File: src/rtl/uart_fifo_pkg.sv
// Shared constants and helpers for the UART FIFO.
// Default width/depth plus the occupancy-counter width function.
package uart_fifo_pkg;

    localparam int DEFAULT_WIDTH = 8;
    localparam int DEFAULT_DEPTH = 16;

    // Occupancy must count 0..DEPTH inclusive, hence one bit more than the pointer.
    function automatic int level_bits(input int depth);
        return $clog2(depth) + 1;
    endfunction

endpackage

File: src/rtl/uart_fifo_mem.sv
// Simple dual-port storage for the UART FIFO.
// One synchronous write port, one asynchronous read port, no reset.
module uart_fifo_mem #(
    parameter int WIDTH = 8,
    parameter int DEPTH = 16,
    parameter int AW    = $clog2(DEPTH)
) (
    input  logic             clk,
    input  logic             we,
    input  logic [AW-1:0]    waddr,
    input  logic [WIDTH-1:0] wdata,
    input  logic [AW-1:0]    raddr,
    output logic [WIDTH-1:0] rdata
);

    logic [WIDTH-1:0] mem [DEPTH];

    // Store the accepted write word.
    always_ff @(posedge clk) begin
        if (we) mem[waddr] <= wdata;
    end

    assign rdata = mem[raddr];

endmodule

File: src/rtl/uart_fifo.sv
// Synchronous UART FIFO: pointers, occupancy, status and sticky errors.
// Define UART_FIFO_FWFT_EN for first-word-fall-through read data.
module uart_fifo
    import uart_fifo_pkg::*;
#(
    parameter int WIDTH    = DEFAULT_WIDTH,
    parameter int DEPTH    = DEFAULT_DEPTH,
    parameter int AF_LEVEL = DEPTH - 2,
    parameter int AE_LEVEL = 2
) (
    input  logic                         clk,
    input  logic                         reset_n,
    input  logic                         wr_en,
    input  logic [WIDTH-1:0]             data_in,
    input  logic                         rd_en,
    input  logic                         flush,
    input  logic                         err_clr,
    output logic [WIDTH-1:0]             data_out,
    output logic                         full,
    output logic                         empty,
    output logic                         almost_full,
    output logic                         almost_empty,
    output logic [level_bits(DEPTH)-1:0] level,
    output logic                         overflow,
    output logic                         underflow
);

    localparam int AW = $clog2(DEPTH);
    localparam int LW = level_bits(DEPTH);

    logic [AW-1:0]    wr_ptr;
    logic [AW-1:0]    rd_ptr;
    logic [WIDTH-1:0] rdata;
    logic             wr_ok;
    logic             rd_ok;

    assign wr_ok = wr_en && !full;
    assign rd_ok = rd_en && !empty;

    assign full         = (level == LW'(DEPTH));
    assign empty        = (level == '0);
    assign almost_full  = (level >= LW'(AF_LEVEL));
    assign almost_empty = (level <= LW'(AE_LEVEL));

    uart_fifo_mem #(
        .WIDTH (WIDTH),
        .DEPTH (DEPTH)
    ) u_mem (
        .clk   (clk),
        .we    (wr_ok && !flush),
        .waddr (wr_ptr),
        .wdata (data_in),
        .raddr (rd_ptr),
        .rdata (rdata)
    );

    // Advance pointers and occupancy; flush overrides any request.
    always_ff @(posedge clk or negedge reset_n) begin
        if (!reset_n) begin
            wr_ptr <= '0;
            rd_ptr <= '0;
            level  <= '0;
        end else if (flush) begin
            wr_ptr <= '0;
            rd_ptr <= '0;
            level  <= '0;
        end else begin
            if (wr_ok) wr_ptr <= wr_ptr + AW'(1);
            if (rd_ok) rd_ptr <= rd_ptr + AW'(1);
            level <= level + LW'(wr_ok) - LW'(rd_ok);
        end
    end

    // Sticky errors: a fresh rejection beats err_clr; flush masks requests.
    always_ff @(posedge clk or negedge reset_n) begin
        if (!reset_n) begin
            overflow  <= 1'b0;
            underflow <= 1'b0;
        end else begin
            overflow  <= (overflow && !err_clr) || (wr_en && full && !flush);
            underflow <= (underflow && !err_clr) || (rd_en && empty && !flush);
        end
    end

`ifdef UART_FIFO_FWFT_EN
    assign data_out = empty ? '0 : rdata;
`else
    // Capture the popped word; hold otherwise.
    always_ff @(posedge clk or negedge reset_n) begin
        if (!reset_n) begin
            data_out <= '0;
        end else if (flush) begin
            data_out <= '0;
        end else if (rd_ok) begin
            data_out <= rdata;
        end
    end
`endif

endmodule

File: config.mk
export PLATFORM = sky130hd
export DESIGN_NAME = uart_fifo
export DESIGN_NICKNAME = d
export VERILOG_FILES = /design/src/rtl/uart_fifo_pkg.sv /design/src/rtl/uart_fifo_mem.sv /design/src/rtl/uart_fifo.sv
export SDC_FILE = /design/constraint.sdc
export NUM_CORES = 1
export LEC_CHECK = 0
export CAP_MARGIN = 20
export CORE_UTILIZATION = 60
export CTS_CLUSTER_SIZE = 16
export DETAILED_ROUTE_END_ITERATION = 16
export DONT_BUFFER_PORTS = 1
export PLACE_DENSITY = 0.87
export SYNTH_ARGS = -nofsm -noshare
export SYNTH_HDL_FRONTEND = slang
export SYNTH_SLANG_ARGS = --single-unit
File: constraint.sdc
create_clock -name clk -period 3.25 [get_ports clk]
set_clock_uncertainty 0.05 [all_clocks]
set_input_delay 0.325 -clock clk [delete_from_list [all_inputs] [get_ports clk]]
set_output_delay 0.325 -clock clk [all_outputs]
set_load 0.02 [all_outputs]
; ---- Word-level counts from Yosys, hierarchy flattened
; Memory sizes are Yosys's and may differ from the RTL's.
; Index checks and enable logic that the tools add are counted.
[word_totals]
reg_bits = 23
word_cells = 41
inputBits = 14
ramBits = 128
mem_count = 1
output_inout_bits = 19
[classes]
n_eq_ne = 1
magnitude_cmp = 2
add_sub_neg = 4
mux = 9
reduce_logical = 18
[mem_list]
columns = memory, words, width, read_ports, rd_clocked_by_memory_dff, write_ports, line_no
row1 = u_mem.mem, 16, 8, 1, 0, 1, uart_fifo_mem.sv:16  ; logic [WIDTH-1:0] mem [DEPTH];
[op_table]
columns = cell, n
row1 = $mux W4, 4
row2 = $mux W8, 2
row3 = $logic_and A1 B1 Y1, 9
row4 = $add A4 B1 Y4 const B, 2
row5 = $add A5 B1 Y5, 1
row6 = $eq A5 B5 Y1 const B, 1
row7 = $ge A5 B4 Y1 const B, 1
row8 = $le A5 B2 Y1 const B, 1
row9 = $logic_not A5 Y1, 1
row10 = $mux W5, 1
row11 = $sub A5 B1 Y5, 1
row12 = $logic_not A1 Y1, 4
row13 = $reduce_bool A2 Y1, 2
row14 = $logic_or A1 B1 Y1, 2
row15 = $mux W1, 2

; ---- Longest topological paths before layout
[depth]
word_depth = 6
depth_mapped = 15
mapped_depth_nobuf = 14

; ---- By module
; From an unflattened synthesis, not the netlist that was laid out.
[unflattened]
cells_unflattened = 353
hier_area_um2 = 6363.6
[modules_own_cells]
columns = module, seq_area_each_um2, area_per_inst_um2, instances, cells_per_inst
row1 = uart_fifo_mem, 3843.7, 4987.3, 1, 221
row2 = uart_fifo, 575.6, 1376.3, 1, 132

; ---- Worst setup path before layout
; OpenSTA, ideal clock, no wires.
[synth_timing]
kind = register -> register
from = register level[2]
to = register level[4]
arrival_ns = 2.787
slack_ns = 0.281
required_ns = 3.068
setup_ns = 0.132
stages_incl_launch_ff = 16
path_buffers = 1
synth_period_minus_slack_ns = 2.969
path_cell_list = dfrtp_1 -> inv_1 -> ha_1 -> or4b_1 -> buf_4 -> nand2_1 -> inv_1 -> ha_1 -> inv_1 -> ha_1 -> inv_1 -> fa_1 -> o21bai_1 -> a21oi_1 -> xnor2_1 -> nor2_1
[synth_via]
elab_chain_cells = 6
word_cells_on_any_way = 9
cone_classes = add/sub (2) / eq/ne (1) / mux (1) / reduce/logical (5)
[synth_lines]
columns = element, line_no
row1 = "start, declared", uart_fifo.sv:23  ; output logic [level_bits(DEPTH)-1:0] level,
row2 = "start signal, assigned", uart_fifo.sv:70  ; level <= level + LW'(wr_ok) - LW'(rd_ok);
row3 = $eq A5 B5 Y1, uart_fifo.sv:40  ; assign full = (level == LW'(DEPTH));
row4 = $logic_not A1 Y1, uart_fifo.sv:37  ; assign wr_ok = wr_en && !full;
row5 = $logic_and A1 B1 Y1, uart_fifo.sv:37
row6 = $add A5 B1 Y5, uart_fifo.sv:70
row7 = $sub A5 B1 Y5 *, uart_fifo.sv:70
row8 = $mux W5 *, uart_fifo.sv:63  ; end else if (flush) begin
; Every way passes the cells marked *; elsewhere a longest branch is shown, timed or not.
; A chain may end at the register's enable or synchronous reset.

; ---- Final worst setup path
[layout_timing]
from = register level[3]
to = register level[4]
; The elaborated chain is that of the path after synthesis.

==> results.md <==
- Setup CP Type: register to register
- Top cells by count, synth: edfxtp_1, dfrtp_1, nor2_1
- Slew of the pin with the lowest slew margin: approximately 0.77 ns
- Chip Height: around 100 µm
- PwrDens: around 760 nW/µm²
- Period Utilization, post-route: around nine tenths
- Fmax: 345 MHz
- PortBufs: 0
- Largest net degree at the start of global routing: 27
- Synth warn: 0
- DR WL/cell: 26.9 µm
- Leak: approximately 2.6 nW
- Vias in the first global route: between 3,000 and 4,000
- Unrepaired setup endpoints after global routing: no
- Asr flop ratio synth: between 10% and 20%
- Post-route setup TNS: 0 ns
- Worst setup SP type: register
- # DRC: 0
- Synth top area cells: edfxtp_1, dfrtp_1, mux4_1
- ANT nets after route: 0
- Max Cap Viol: 0
- RD Place Congestion: 0.780
- Critical path data required time: ~3.6 ns
- Final Slew Violations: 0
- Post-detailed-routing wire length: approximately 14,000 µm
- Post-synthesis sequential element count: 151
- Syn Nets: 370
- Status: finished clean
- Io pins: 33
- Initial antenna violation count: 0
- Clock-pin slew on the worst setup and hold paths: 0.06 ns
- XOR/XNOR Fraction of Synth Area: around 1.3%
- CTS tree: built
- DR WL met2: ~7400 µm
- Root Buffer: clkbuf_8
- Die Wd: ~100 µm
- Global-route wire length before repair: approximately 21,000 µm
- Critical Path End Type: register
- Simple-gate share of the synthesized area: 4.11%
- Worst-path maximum fanout: 3
- Final core occ: about three quarters
- Peak VDD IR: approximately 510 µV
- Starting density of the core: 63.1%
- Gr ovfl total: 0
- Num CTS Buffers: 17
- # diodes: 0
- Syn_area_per_cell: approximately 19 µm²
- Cells after Synth: 339
- Post-synthesis mux area share: ~15%
- Data arrival time of the worst path: roughly 3.2 ns
- Clk Latency, worst-skew pair: between 0.5 and 0.6 ns
- Met3 WL: 1060 µm
- Top sig layer: met4
- # rows: 36
- Area Overhead vs Synth: 16.1%
- Initial DRC Count: between 200 and 300
- Seq/Total Area, Yosys: a little over two thirds
- Post-synth EDFFs: between 100 and 150
- Synth Area in Compound Gates: 2.77%
- Final Hold Vio Count: 0
- Number of vias per cell: 6.44
- Worst slew margin: between 40% and 50%
- Fin nets: around 420
- Post-synthesis cell type count: 38
- Clock tree buffer depth: 2
- Hold WC Path Type: input pin to register
- Core area: between 9000 and 10,000 µm²
- Share of cells above drive strength 1: a little over a fifth
- Post-CTS setup buffer count: 0
- GRT Overall Usage: roughly 28%
- Hpwl dp: about 8000 µm
- Vias post-DR: between 3,000 and 4,000
- First-pass DRT Iterations: 5
- Clock sink count: about 150
- Synth Flop Type: edfxtp_1
- Post-synthesis cell area: 6280 µm²
- Main combinational cell family by area after synthesis: multiplexers
- Die Area: approximately 11,000 µm²
- Met1 WL: approximately 5200 µm
- Htree depth: 4
- Post-synth top area share: slightly above 60%
- Final min period: slightly below 3 ns
- Synth area leader: edfxtp_1
- Number of setup violations in the final report: 0
- Adder-cell share of the synthesized area: 3.51%
- Top-count cell post-synth: edfxtp_1
-- final timing paths --
kind / from / endpoint / slack, ns / cells past startpoint
setup / recovery: level[3] / level[4] / 0.35 / 14
hold / removal: rd_en / rd_ptr[1] / 0.03 / 3
setup reg to reg: level[3] / level[4] / 0.35 / 14
hold reg to reg: rd_ptr[3] / rd_ptr[3] / 0.53 / 2
max in group asynchronous: reset_n / rd_ptr[0] / 2.79 / 2
min in group asynchronous: reset_n / level[2] / 0.20 / 2
-- report_power, final --
part	switching, mW	internal, mW	leakage, nW
Clock	0.777	1.24	0.292
Sequential	0.202	2.21	1.46
Combinational	0.566	0.530	0.818
Total	1.54	3.97	2.57
-- layout make-up --
class                           instances  area [µm²]
Fill cell                             545        2660
Clock buffer                           22         463
Sequential cell                       151        4420
Clock inverter                         10         141
Multi-Input combinational cell        156        1680
Timing Repair Buffer                   42         358
Inverter                               16        65.1
Tap cell                              133         166
-- layout by cell type, fill, tap and decap left out, types with 3 or more instances in the layout --
cell type / count
nor3_1: 5
bufinv_16: 3
nand2b_1: 3
buf_4: 27
inv_6: 3
nor2_1: 23
o21ai_1: 7
dlygate4sd3_1: 13
dfrtp_1: 22
xnor2_1: 4
edfxtp_1: 128
xor2_1: 5
clkbuf_16: 16
nand2_1: 10
a22oi_1: 7
mux4_1: 15
nand3_1: 6
ha_1: 16
mux2i_1: 8
inv_1: 15
mux2_2: 8
clkbuf_8: 4
a21oi_1: 5
mux4_2: 17
-- logic make-up after synthesis --
| logic type | count (synthesis) |
|---|---|
| DFF | 151 |
| and+or+nand+nor | 55 |
| muxes | 48 |
| buffers and inverters | 32 |
| AOI/OAI and AO/OA | 27 |
| adders and majority gates | 17 |
| xor gates and xnor gates | 9 |
-- metrics by stage --
stage	cell area (µm²)	power (mW)	hold WS, ns	std cells	setup WS [ns]
after floorplan	6280	3.25	-0.0206	339	0.281
after global placement	6530	3.42	-0.0200	483	0.486
after detailed placement	6530	3.47	-0.0199	483	0.370
after CTS	7290	5.53	0.0111	529	0.332
after global routing	7290	5.71	0.0124	530	0.137
final	7290	5.52	0.0277	530	0.352
-- worst max-delay path, stage by stage, from the launching register on --
cell      delay [ns]
dfrtp_1         0.38
inv_1           0.10
ha_1            0.17
or4b_1          0.48
nand2_1         0.15
inv_1           0.06
ha_1            0.28
inv_1           0.06
ha_1            0.16
inv_1           0.05
fa_1            0.39
o21bai_1        0.16
a21oi_1         0.10
xnor2_1         0.13
nor2_1          0.05
-- timing repair --
action,4_1_cts,5_1_grt
endpoints found under the hold margin,166,0
hold buffers,14,0
setup endpoints to repair,0,0
resized for setup,0,0
-- registers in the layout, indices dropped and copies added, names as in the netlist --
register / cells
u_mem.mem: 128
level: 5
wr_ptr: 4
rd_ptr: 4
underflow: 1
overflow: 1
data_out: 8
-- routing by layer --
metal	vias up	GRT usage [%]
li1	1426	-
met1	1719	33.9
met2	224	48.2
met3	46	7.64
met4	0	13.0
met5	-	0
Note: power is estimated with default switching activity, not from simulation.
